### src/rtl/mem_bank_fu_if.sv
// mem_bank_fu_if: transfer-control, write-source, SRAM and read-return signals of the banked memory unit
interface mem_bank_fu_if #(
   parameter int AW = 22,
   parameter int DW = 64,
   parameter int CW = 7
);
   logic          i_start;
   logic          i_rd;
   logic [AW-1:0] i_addr;
   logic [AW-1:0] i_stride;
   logic [CW-1:0] i_count;
   logic [DW-1:0] i_wr_data;
   logic          i_wr_vld;
   logic          o_wr_rdy;
   logic [AW-1:0] o_mem_addr;
   logic          o_mem_en;
   logic          o_mem_wr_en;
   logic [DW-1:0] o_mem_wr_data;
   logic [DW-1:0] i_mem_rd_data;
   logic [DW-1:0] o_rd_data;
   logic          o_rd_vld;
   logic [CW-1:0] o_rd_idx;
   logic          o_busy;
   logic          o_done;
   logic          o_conflict_stall;
   modport slave (
      input  i_start, i_rd, i_addr, i_stride, i_count, i_wr_data, i_wr_vld, i_mem_rd_data,
      output o_wr_rdy, o_mem_addr, o_mem_en, o_mem_wr_en, o_mem_wr_data,
             o_rd_data, o_rd_vld, o_rd_idx, o_busy, o_done, o_conflict_stall
   );
   modport master (
      output i_start, i_rd, i_addr, i_stride, i_count, i_wr_data, i_wr_vld, i_mem_rd_data,
      input  o_wr_rdy, o_mem_addr, o_mem_en, o_mem_wr_en, o_mem_wr_data,
             o_rd_data, o_rd_vld, o_rd_idx, o_busy, o_done, o_conflict_stall
   );
endinterface

### src/rtl/mem_bank_fu.sv
// mem_bank_fu: strided block-transfer memory unit over interleaved busy-timed banks, with fixed-latency read return
module mem_bank_fu #(
   parameter int AW        = 22,
   parameter int DW        = 64,
   parameter int CW        = 7,
   parameter int NUM_BANKS = 16,
   parameter int BANK_BUSY = 4,
   parameter int READ_LAT  = 11
) (
   input logic         clk,
   input logic         rst,
   mem_bank_fu_if.slave bus
);
   localparam int BB = $clog2(NUM_BANKS);
   localparam int KW = $clog2(BANK_BUSY + 1);
   localparam int DL = READ_LAT > 1 ? READ_LAT - 1 : 1;
   localparam logic [1:0] IDLE = 2'd0, RUN = 2'd1, DRAIN = 2'd2;
   logic [1:0]                   state;
   logic [AW-1:0]                addr, stride;
   logic [CW-1:0]                count, idx, last_idx;
   logic                         rd, done;
   logic [KW-1:0]                bank_cnt [NUM_BANKS];
   logic [BB-1:0]                bank;
   logic                         run, free, issue, last, last_ret, take;
   logic [READ_LAT-1:0]          vpipe;
   logic [READ_LAT:0]            vsh;
   logic [READ_LAT-1:0][CW-1:0]  ipipe;
   logic [READ_LAT:0][CW-1:0]    ish;
   logic [DL-1:0][DW-1:0]        dpipe;
   logic [DL:0][DW-1:0]          dsh;
   always_comb begin
      run      = state == RUN;
      bank     = addr[BB-1:0];
      free     = bank_cnt[bank] == '0;
      issue    = run && free && (rd || bus.i_wr_vld);
      last_idx = count - CW'(1);
      last     = idx == last_idx;
      take     = state == IDLE && bus.i_start;
      vsh      = {vpipe, issue && rd};
      ish      = {ipipe, idx};
      dsh      = {dpipe, bus.i_mem_rd_data};
      last_ret = state == DRAIN && vsh[READ_LAT] && ish[READ_LAT] == last_idx;
   end
   assign bus.o_mem_en         = issue;
   assign bus.o_mem_addr       = issue ? addr : '0;
   assign bus.o_mem_wr_en      = issue && !rd;
   assign bus.o_wr_rdy         = issue && !rd;
   assign bus.o_mem_wr_data    = issue && !rd ? bus.i_wr_data : '0;
   assign bus.o_rd_vld         = vsh[READ_LAT];
   assign bus.o_rd_idx         = vsh[READ_LAT] ? ish[READ_LAT] : '0;
   assign bus.o_rd_data        = vsh[READ_LAT] ? dsh[READ_LAT-1] : '0;
   assign bus.o_busy           = state != IDLE;
   assign bus.o_done           = done;
   assign bus.o_conflict_stall = run && !free;
   // Counters run in every state so bank occupancy carries into the next transfer.
   always_ff @(posedge clk or negedge rst)
      if (!rst)
         for (int b = 0; b < NUM_BANKS; b++) bank_cnt[b] <= '0;
      else
         for (int b = 0; b < NUM_BANKS; b++)
            bank_cnt[b] <= issue && bank == BB'(b) ? KW'(BANK_BUSY - 1) :
                           bank_cnt[b] != '0 ? bank_cnt[b] - KW'(1) : '0;
   always_ff @(posedge clk or negedge rst)
      if (!rst) begin
         state  <= IDLE;
         addr   <= '0;
         stride <= '0;
         count  <= '0;
         idx    <= '0;
         rd     <= 1'b0;
         done   <= 1'b0;
      end else begin
         done <= (take && bus.i_count == '0) || (issue && last && !rd) || last_ret;
         if (take && bus.i_count != '0) begin
            state  <= RUN;
            addr   <= bus.i_addr;
            stride <= bus.i_stride;
            count  <= bus.i_count;
            rd     <= bus.i_rd;
            idx    <= '0;
         end else if (issue) begin
            addr <= addr + stride;
            idx  <= idx + CW'(1);
            if (last) state <= rd ? DRAIN : IDLE;
         end else if (last_ret) begin
            state <= IDLE;
         end
      end
   // SRAM data lands one cycle after issue, so its delay line is one stage shorter.
   always_ff @(posedge clk or negedge rst)
      if (!rst) begin
         vpipe <= '0;
         ipipe <= '0;
         dpipe <= '0;
      end else begin
         vpipe <= vsh[READ_LAT-1:0];
         ipipe <= ish[READ_LAT-1:0];
         dpipe <= dsh[DL-1:0];
      end
endmodule

### src/flat_wrapper.sv
// flat-port wrapper written by rule: the top's interface ports become plain ports
module mem_bank_fu_flat 
#(
   parameter int AW        = 22,
   parameter int DW        = 64,
   parameter int CW        = 7,
   parameter int NUM_BANKS = 16,
   parameter int BANK_BUSY = 4,
   parameter int READ_LAT  = 11
)
  (clk, rst, bus_i_start, bus_i_rd, bus_i_addr, bus_i_stride, bus_i_count, bus_i_wr_data, bus_i_wr_vld, bus_i_mem_rd_data, bus_o_wr_rdy, bus_o_mem_addr, bus_o_mem_en, bus_o_mem_wr_en, bus_o_mem_wr_data, bus_o_rd_data, bus_o_rd_vld, bus_o_rd_idx, bus_o_busy, bus_o_done, bus_o_conflict_stall);
  mem_bank_fu_if #(.AW(AW), .DW(DW), .CW(CW)) bus_i ();
  input logic clk;
  input logic rst;
  input wire logic [$bits(bus_i.i_start)-1:0] bus_i_start;
  input wire logic [$bits(bus_i.i_rd)-1:0] bus_i_rd;
  input wire logic [$bits(bus_i.i_addr)-1:0] bus_i_addr;
  input wire logic [$bits(bus_i.i_stride)-1:0] bus_i_stride;
  input wire logic [$bits(bus_i.i_count)-1:0] bus_i_count;
  input wire logic [$bits(bus_i.i_wr_data)-1:0] bus_i_wr_data;
  input wire logic [$bits(bus_i.i_wr_vld)-1:0] bus_i_wr_vld;
  input wire logic [$bits(bus_i.i_mem_rd_data)-1:0] bus_i_mem_rd_data;
  output wire logic [$bits(bus_i.o_wr_rdy)-1:0] bus_o_wr_rdy;
  output wire logic [$bits(bus_i.o_mem_addr)-1:0] bus_o_mem_addr;
  output wire logic [$bits(bus_i.o_mem_en)-1:0] bus_o_mem_en;
  output wire logic [$bits(bus_i.o_mem_wr_en)-1:0] bus_o_mem_wr_en;
  output wire logic [$bits(bus_i.o_mem_wr_data)-1:0] bus_o_mem_wr_data;
  output wire logic [$bits(bus_i.o_rd_data)-1:0] bus_o_rd_data;
  output wire logic [$bits(bus_i.o_rd_vld)-1:0] bus_o_rd_vld;
  output wire logic [$bits(bus_i.o_rd_idx)-1:0] bus_o_rd_idx;
  output wire logic [$bits(bus_i.o_busy)-1:0] bus_o_busy;
  output wire logic [$bits(bus_i.o_done)-1:0] bus_o_done;
  output wire logic [$bits(bus_i.o_conflict_stall)-1:0] bus_o_conflict_stall;
  assign bus_i.i_start = bus_i_start;
  assign bus_i.i_rd = bus_i_rd;
  assign bus_i.i_addr = bus_i_addr;
  assign bus_i.i_stride = bus_i_stride;
  assign bus_i.i_count = bus_i_count;
  assign bus_i.i_wr_data = bus_i_wr_data;
  assign bus_i.i_wr_vld = bus_i_wr_vld;
  assign bus_i.i_mem_rd_data = bus_i_mem_rd_data;
  assign bus_o_wr_rdy = bus_i.o_wr_rdy;
  assign bus_o_mem_addr = bus_i.o_mem_addr;
  assign bus_o_mem_en = bus_i.o_mem_en;
  assign bus_o_mem_wr_en = bus_i.o_mem_wr_en;
  assign bus_o_mem_wr_data = bus_i.o_mem_wr_data;
  assign bus_o_rd_data = bus_i.o_rd_data;
  assign bus_o_rd_vld = bus_i.o_rd_vld;
  assign bus_o_rd_idx = bus_i.o_rd_idx;
  assign bus_o_busy = bus_i.o_busy;
  assign bus_o_done = bus_i.o_done;
  assign bus_o_conflict_stall = bus_i.o_conflict_stall;
  mem_bank_fu #(.AW(AW), .DW(DW), .CW(CW), .NUM_BANKS(NUM_BANKS), .BANK_BUSY(BANK_BUSY), .READ_LAT(READ_LAT)) u_core (.clk(clk), .rst(rst), .bus(bus_i));
endmodule
### config.mk
export PLATFORM = sky130hd
export DESIGN_NAME = mem_bank_fu_flat
export DESIGN_NICKNAME = d
export VERILOG_FILES = /design/src/rtl/mem_bank_fu_if.sv /design/src/rtl/mem_bank_fu.sv /design/src/flat_wrapper.sv
export SDC_FILE = /design/constraint.sdc
export NUM_CORES = 1
export LEC_CHECK = 0
export ABC_AREA = 1
export BUFFER_PORTS_ARGS = -buffer_cell sky130_fd_sc_hd__buf_2
export CORE_MARGIN = 3
export CORE_UTILIZATION = 55
export CTS_CLUSTER_DIAMETER = 40
export DETAILED_ROUTE_END_ITERATION = 16
export GPL_ROUTABILITY_DRIVEN = 0
export GPL_TIMING_DRIVEN = 0
export PLACE_DENSITY = 0.86
export SETUP_SLACK_MARGIN = 0.2
export SLEW_MARGIN = 20
export SYNTH_ARGS = -nofsm -noshare
export SYNTH_HDL_FRONTEND = slang
export SYNTH_SLANG_ARGS = --single-unit
### constraint.sdc
create_clock -name clk -period 4.2 [get_ports clk]
set_input_delay 0.84 -clock clk [delete_from_list [all_inputs] [get_ports clk]]
set_output_delay 0.84 -clock clk [all_outputs]
set_load 0.1 [all_outputs]
# Word-level counts from Yosys, hierarchy flattened
# Cells that the tools add are included.
totals:
  register_bits: 838
  latchBits: 0
  ram_bits: 0
  rom_bits: 0
  inputBits: 184
  output_inout_bits: 164
  elab_cells: 192
  n_memories: 0
classes:
  add_sub_neg: 19
  multipliers: 0
  n_div: 0
  order_cmp: 1
  eq_ne: 20
  shift: 0
  n_mux: 48
  n_bitwise: 1
  reduce_logical: 58
op_table:
  columns: ["op", "count"]
  rows:
  - ["$mux 64", 2]
  - ["$mux 3", 34]
  - ["$mux 22", 3]
  - ["$reduce_bool 3->1", 17]
  - ["$sub 3x1->3 const B", 16]
  - ["$eq 4x4->1 const B", 8]
  - ["$logic_and 1x1->1", 28]
  - ["$add 22x22->22", 1]
  - ["$mux 7", 3]
  - ["$eq 4x3->1 const B", 4]
  - ["$eq 7x7->1", 2]
  - ["$bmux 3 s4", 1]
  - ["$mux 2", 5]
  - ["$eq 4x2->1 const B", 2]
  - ["$add 7x1->7 const B", 1]
  - ["$logic_not 7->1", 1]
  - ["$reduce_bool 7->1", 1]
  - ["$sub 7x1->7 const B", 1]
  - ["$ge 5x5->1 const B", 1]
  - ["$not 4->5", 1]
  - ["$eq 4x1->1 const B", 1]
  - ["$logic_not 4->1", 1]
  - ["$reduce_bool 2->1", 2]
  - ["$logic_not 3->1", 1]
  - ["other kinds (7)", 10]

# Depth between registers and ports, before layout
# Gate-level depths: netlist of run 1.
depth:
  word_depth: 11
  mapped_depth: 16
  depth_no_buf: 16

# Least setup slack after synthesis of run 1
# Ideal clock, no wire load.
synth_path:
  path_kind: "reg-to-output"
  from: "reg u_core.addr[0]"
  to: "out bus_o_mem_wr_data[62]"
  arrival_ns: 3.494
  required_time_ns: 3.360
  path_slack_ns: -0.134
  path_stages_with_launch: 16
  n_path_buf: 2
  path_cell_list: "dfrtp_1 buf_2 nand2_1 nor2_1 a21oi_1 nand2_1 nand2_1 nand2_1 inv_1 nand2_1 nor2_2 nand2_4 nor2_4 inv_2 buf_4 nor2_1"
synth_between:
  elab_chain_cells: 9
synth_rtl:
  columns: ["element", "line", "source"]
  rows:
  - ["from (decl)", "mem_bank_fu.sv:19", "logic [AW-1:0] addr, stride;"]
  - ["from (signal assigned)", "mem_bank_fu.sv:76", "addr <= bus.i_addr;"]
  - ["from (signal assigned)", "mem_bank_fu.sv:82", "addr <= addr + stride;"]
  - ["$not 4->5 (not written as such)", "mem_bank_fu.sv:34", "free = bank_cnt[bank] == '0;"]
  - ["$bmux 3 s4", "mem_bank_fu.sv:34", null]
  - ["$mux 3 (not written as such) (2 in series)", "mem_bank_fu.sv:34", null]
  - ["$logic_not 3->1", "mem_bank_fu.sv:34", null]
  - ["$logic_and 1x1->1 (2 in series)", "mem_bank_fu.sv:35", "issue = run && free && (rd || bus.i_wr_vld);"]
  - ["$logic_and 1x1->1", null, null]
  - ["named net bus_o_mem_wr_en", "flat_wrapper.sv:26", "output wire logic [$bits(bus_i.o_mem_wr_en)-1:0] bus_o_mem_wr_en;"]
  - ["$mux 64", "mem_bank_fu.sv:48", "assign bus.o_mem_wr_data = issue && !rd ? bus.i_wr_data : '0;"]
  - ["to (decl)", "flat_wrapper.sv:27", "output wire logic [$bits(bus_i.o_mem_wr_data)-1:0] bus_o_mem_wr_data;"]
# The timed path passes the listed nets, and every way through them passes these cells. The select of a mux whose other input is x is not followed.

# Worst setup path after layout of run 1
layout_path:
  from: "reg u_core.addr[0]"
  to: "out bus_o_mem_wr_data[46]"
layout_between:
  elab_chain_cells: 9
layout_rtl:
  columns: ["element", "line"]
  rows:
  - ["$not 4->5 (not written as such)", "mem_bank_fu.sv:34"]
  - ["$bmux 3 s4", "mem_bank_fu.sv:34"]
  - ["$mux 3 (not written as such) (2 in series)", "mem_bank_fu.sv:34"]
  - ["$logic_not 3->1", "mem_bank_fu.sv:34"]
  - ["$logic_and 1x1->1 (2 in series)", "mem_bank_fu.sv:35"]
  - ["$logic_and 1x1->1", "mem_bank_fu.sv:48"]
  - ["$mux 64", "mem_bank_fu.sv:48"]
# Every way passes these cells. The select of a mux whose other input is x is not followed.

==> reports/results.ini, run 1 <==
[outcome]
status=finished clean

[worst_setup_path]
worstPathMaxFanout=10
cp-startpoint=u_core.addr[0]
worstReg2RegStart=u_core.addr[0]
reg2reg_slack_ps=1640
required_ps=3360
worstSetupStartpointType=register
worstRegToRegCells=13
end_kind=output pin
path_class=reg -> out
r2r_end=u_core.addr[12]
cp.arrival_ps=3260
crit_path_end=bus_o_mem_wr_data[46]

[sta]
skew_ps=33.1
finalSetupViolations=0
hold-worst-slack_ps=270
hold_viol_final=0
rsz0062_at_grt=yes
slew_viol_final=0
tightest_slew_ps=761
period_share=0.977
timing.fmax_ghz=0.244
tns_ps=0
fin_ws_ps=97.6
relSlewSlack=0.493
fin_crit_ps=4100

[synth]
synth_common_cells=dfrtp_1, nand2_1, inv_1
synth_area_per_cell_um2=12.8
synth_ff_type=dfrtp_1
syn_area_mm2=0.0263
synth_cell_type_count=32
synth_most_common_cell=dfrtp_1
synth-seq-area-share=0.798
syn_nets=2258
async_reset_ff_frac=1.00
synth_edf_count=0
synth_top_area_cell=dfrtp_1
postSynthCellCount=2050
yosys_warnings=0
yosysTopAreaCellShare=0.798
synth_top_cells_by_area=dfrtp_1, nand2_1, inv_1, nor2_1, nand3_1
synth-seq-cells=838

[floorplan]
die_y_um=225
num_rows=79
io_pins=348
die-area_mm2=0.0504
die_w_um=225
start_util=0.561
core_area_mm2=0.0469

[clocking]
cts_tree=built
path_clk_slew_ps=60
htreeDepth=3
cts_made_buffers=93
cts.root.buffer_cell=clkbuf_16
postCtsHoldBufs=0
clock_path_buffers=3
cts_num_sinks=838
clock_latency_ps=630

[pwr]
clkPwrFrac=0.302
internal_power_mw=16.1
p_leak_nw=17.2
seqPwrFrac=0.348
switching_power_mw=11.1
switching_share=0.409
p_comb_frac=0.349
p_per_area_mw_per_mm2=818
ir_drop_mv=0.631

[placed_design]
pre_cts_ws_ps=151
numPortBuffers=347
hpwl_mm=38.3

[final_layout]
final_util=0.710
area_growth_pct=26.6
fill_cells=2734
ff_latch_area_mm2=0.0210
drive_above_1_share=0.231
multi_input_area_mm2=0.00441
nets=2718

[routing]
drt_first_pass_iters=9
postRouteAntennaNets=0
routed_via_density=5.20
vias=16600
wl_mm=64.5
drtIter0Drc=1588
wl_per_cell_um=20.2
drc=0

[hold_path]
holdCritPathClass=in -> async

[grt]
grt_max_degree=109
grtUsageTotal=0.254
grt_pass1_wl_mm=97.3
antenna_found_initial=7
overflow=0
grt_pass1_vias=17800

[flow_run]
maxCapViolations=0

-- how the worst min path moves through the flow --
stage / startpoint / end / slack [ps] / cells after the start
6_report: rst / u_core.dpipe[20] / 270 / 1
5_1_grt: bus_i_mem_rd_data[11] / u_core.dpipe[11] / 280 / 1
4_1_cts: rst / u_core.dpipe[20] / 270 / 1
3_5_place_dp: u_core.dpipe[41] / u_core.dpipe[105] / 330 / 0
3_3_place_gp: u_core.dpipe[214] / u_core.dpipe[278] / 330 / 0
2_1_floorplan: u_core.dpipe[36] / u_core.dpipe[100] / 330 / 0
-- metrics by stage --
step,instance area (um2),power [mW],instances
after global routing,33300,28.3,3196
after floorplan,26300,15.9,2050
after detailed placement,29000,17.8,3012
after CTS,32700,26.6,3185
final,33300,27.2,3196
after global placement,28800,17.5,3004
-- power groups by stage --
stage | clock [mW] | sequential [mW] | combinational (mW)
2_1_floorplan | 0 | 9.40 | 6.50
3_3_place_gp | 0 | 9.50 | 8.03
3_5_place_dp | 0 | 9.56 | 8.29
4_1_cts | 8.39 | 9.46 | 8.79
5_1_grt | 8.75 | 9.55 | 10.0
6_report | 8.22 | 9.47 | 9.51
-- registers in the layout (all words and copies together), names as in the netlist --
register / count
u_core.stride: 22
u_core.idx: 7
u_core.ipipe: 77
u_core.addr: 22
u_core.vpipe: 11
u_core.bus.o_done: 1
u_core.dpipe: 640
u_core.rd: 1
u_core.count: 7
u_core.bank_cnt: 48
u_core.state: 2
-- kinds of logic after synthesis --
family	after synthesis	synth area share
XOR/XNOR	18	0.00600
buffers and inverters	287	0.0420
AO/OA/AOI/OAI	112	0.0228
flip-flops	838	0.798
adder cells (fa/ha/maj)	24	0.0117
AND/OR/NAND/NOR	771	0.119
-- cell type report --
cell class	instances	share of cell area
clock inverters	60	0.0204
flip-flops and latches	838	0.631
diodes	3	0.000226
multi-input cells	925	0.133
repair buffers	365	0.0825
inverters	246	0.0279
plain buffers	40	0.00696
well taps	607	0.0228
clock buffers	111	0.0757
repair inverters	1	0.000188
-- metal layers --
layer	wire length (um)	GRT usage	up-vias
li1	-	-	7202
met1	22100	0.283	8200
met2	33200	0.450	933
met3	5210	0.0645	267
met4	3940	0.141	4
met5	27	0	-
-- worst max-delay path, stage by stage, from the launching register on --
cell,delay [ps]
dfrtp_2,470
inv_2,90
buf_6,160
nand2_1,60
nand2_1,60
nand2_1,80
nand2_1,80
nand2_1,70
nand2_1,70
nor2_2,90
nand2_2,70
nor2_4,180
nand2_4,100
nor2_4,220
clkinv_4,180
buf_4,230
nor2_1,170
buf_6,260
-- placed cells by master, fill, tap and decap left out, types with 13 or more instances in the layout --
cell type	netlist	layout
a21oi_1	41	40
nor2_1	162	140
clkbuf_1	17	22
o21ai_0	53	51
nand4_1	14	14
nor3_1	19	19
buf_2	15	269
inv_1	240	240
buf_4	2	30
nand3_1	76	76
buf_6	0	41
nor2_4	1	28
o21bai_1	13	13
nand2_1	472	468
ha_1	23	23
buf_12	0	25
clkinv_2	0	16
dfrtp_1	838	836
clkbuf_16	0	97
-- what timing repair did --
action	in CTS	in global routing
setup endpoints to repair	88	89
cloned	0	4
gates resized for setup	151	138
buffers inserted	2	5
pin swaps	2	6
(Power assumes the default switching activity.)
==> inputs of run 2 (changes only) <==
--- a/config.mk
+++ b/config.mk
@@ -7,13 +7,15 @@
 export LEC_CHECK = 0
 export ABC_AREA = 1
 export BUFFER_PORTS_ARGS = -buffer_cell sky130_fd_sc_hd__buf_2
+export CELL_PAD_IN_SITES_DETAIL_PLACEMENT = 0
+export CELL_PAD_IN_SITES_GLOBAL_PLACEMENT = 1
 export CORE_MARGIN = 3
-export CORE_UTILIZATION = 55
+export CORE_UTILIZATION = 49
 export CTS_CLUSTER_DIAMETER = 40
 export DETAILED_ROUTE_END_ITERATION = 16
 export GPL_ROUTABILITY_DRIVEN = 0
 export GPL_TIMING_DRIVEN = 0
-export PLACE_DENSITY = 0.86
+export PLACE_DENSITY = 0.92
 export SETUP_SLACK_MARGIN = 0.2
 export SLEW_MARGIN = 20
 export SYNTH_ARGS = -nofsm -noshare
==> reports/results.ini, run 2 (synthesis results as in run 1) <==
[worst_setup_path]
critPathTopFamily=simple AND/OR/NAND/NOR gates
reg2reg_slack_ps=1650
worstRegToRegCells=14
cp-startpoint=u_core.addr[0]
max_stage_delay_ps=430
path_cells=inv_2 > buf_4 > nand2_1 > nand2_1 > nand2_1 > nand2_1 > nand2_1 > nand2_1 > nor2_1 > nand2_1 > nor2_4 > nand2_4 > nor2_4 > inv_4 > buf_4 > nor2_1 > buf_6
worstPathMaxFanout=10
worstReg2RegStart=u_core.addr[0]
cp.arrival_ps=3030
required_ps=3360
crit_path_frequent_cell=nand2_1
path_class=reg -> out
crit_buf_inv=5
crit_path_end=bus_o_mem_wr_data[47]
cpMaxStageDelayCell=dfrtp_2
worstSetupStartpointType=register
end_kind=output pin
r2r_end=u_core.addr[12]
cp.depth=17

[flow_run]
maxCapViolations=0

[grt]
overflow=0
grt_pass1_wl_mm=90.0
grt_max_degree=100
antenna_found_initial=10
grtUsageTotal=0.208
grt_pass1_vias=16700

[sta]
period_share=0.922
timing.fmax_ghz=0.258
slew_viol_final=0
hold_viol_final=0
relSlewSlack=0.530
skew_ps=28.0
rsz0062_at_grt=yes
fin_crit_ps=3870
tightest_slew_ps=705
tns_ps=0
finalSetupViolations=0
fin_ws_ps=329
hold-worst-slack_ps=178

[routing]
wl_per_cell_um=17.8
postRouteAntennaNets=0
drc=0
drtIter0Drc=1008
drt_first_pass_iters=5
vias=15500
routed_via_density=4.75
wl_mm=58.3

[clocking]
path_clk_slew_ps=60
clock_latency_ps=630
cts_made_buffers=93
cts_tree=built
cts_num_sinks=838
cts.root.buffer_cell=clkbuf_16
htreeDepth=3
clock_path_buffers=3

[final_layout]
drive_above_1_share=0.227
area_growth_pct=25.8
final_common_cell=dfrtp_1
regMostFlops=u_core.dpipe
largest_registers=u_core.dpipe: 640 flops, u_core.ipipe: 77 flops, u_core.bank_cnt: 48 flops
design_area_mm2=0.0330
final_cells=3268
final_cell_mix=dfrtp_1, nand2_1, buf_2, inv_1, nor2_1
fill_cells=3760
largest_register_ffs=640
nets=2713

[pwr]
p_leak_nw=17.1
p_per_area_mw_per_mm2=804
ir_drop_mv=0.576

[floorplan]
core_area_mm2=0.0528
io_pins=348
die_y_um=238
die_w_um=238
num_rows=84
start_util=0.498
die-area_mm2=0.0564

[placed_design]
pre_cts_ws_ps=369
hpwl_mm=38.0
postPlaceCellArea_mm2=0.0291
dp.cells=3094
numPortBuffers=347

[hold_path]
holdCritPathClass=in -> async

[outcome]
status=finished clean

[run 2: layer usage]
layer  share of wire  track usage  vias up
li1                -            -     7188
met1            0.37        0.242     7682
met2            0.52        0.373      535
met3           0.067       0.0528      103
met4           0.034       0.0796       16
met5          0.0017            0        -
[run 2: worst min-delay path by stage]
| stage | to | slack, ps |
|---|---|---|
| 2_1_floorplan | u_core.dpipe[100] | 330 |
| 3_3_place_gp | u_core.dpipe[629] | 330 |
| 5_1_grt | u_core.dpipe[53] | 180 |
| 4_1_cts | u_core.dpipe[489] | 160 |
| 6_report | u_core.dpipe[45] | 180 |
| 3_5_place_dp | u_core.dpipe[120] | 330 |
[run 2: worst reg2reg max path, delay by kind of cell (launching register included)]
family	cells	cell delay, ps
simple gates	10	1060
fa+ha+maj	2	680
buf+inv	1	160
flops	1	460
compound gates	1	80
[run 2: where the power goes]
part | leakage [nW] | switching [mW] | internal [mW]
combinational | 5.51 | 6.86 | 2.17
sequential | 10.1 | 0.503 | 8.92
clock | 1.54 | 3.31 | 4.81
[run 2: what timing repair did]
| item | in CTS | in global routing |
|---|---|---|
| gates resized for setup | 131 | 99 |
| endpoints found under the setup margin | 86 | 88 |
| setup buffers | 1 | 3 |
| hold buffers | 0 | 0 |
| pin swaps | 1 | 3 |
| cloned | 0 | 0 |
[run 2: final cells by class]
class / count / area (um2) / area share
multi-input combinational: 925 / 4330 / 0.131
antenna: 1 / 2.50 / 0.0000757
clock buffer: 122 / 2590 / 0.0783
inverter: 246 / 926 / 0.0280
timing repair buffer: 360 / 2540 / 0.0770
clock inverter: 47 / 609 / 0.0184
buffer: 41 / 221 / 0.00670
tap: 688 / 861 / 0.0260
sequential: 838 / 21000 / 0.635
[run 2: metrics by stage]
step	power (mW)	utilization
6_report	26.6	0.626
5_1_grt	27.8	0.626
4_1_cts	26.5	0.620
3_5_place_dp	17.9	0.552
3_3_place_gp	17.7	0.547
2_1_floorplan	15.9	-
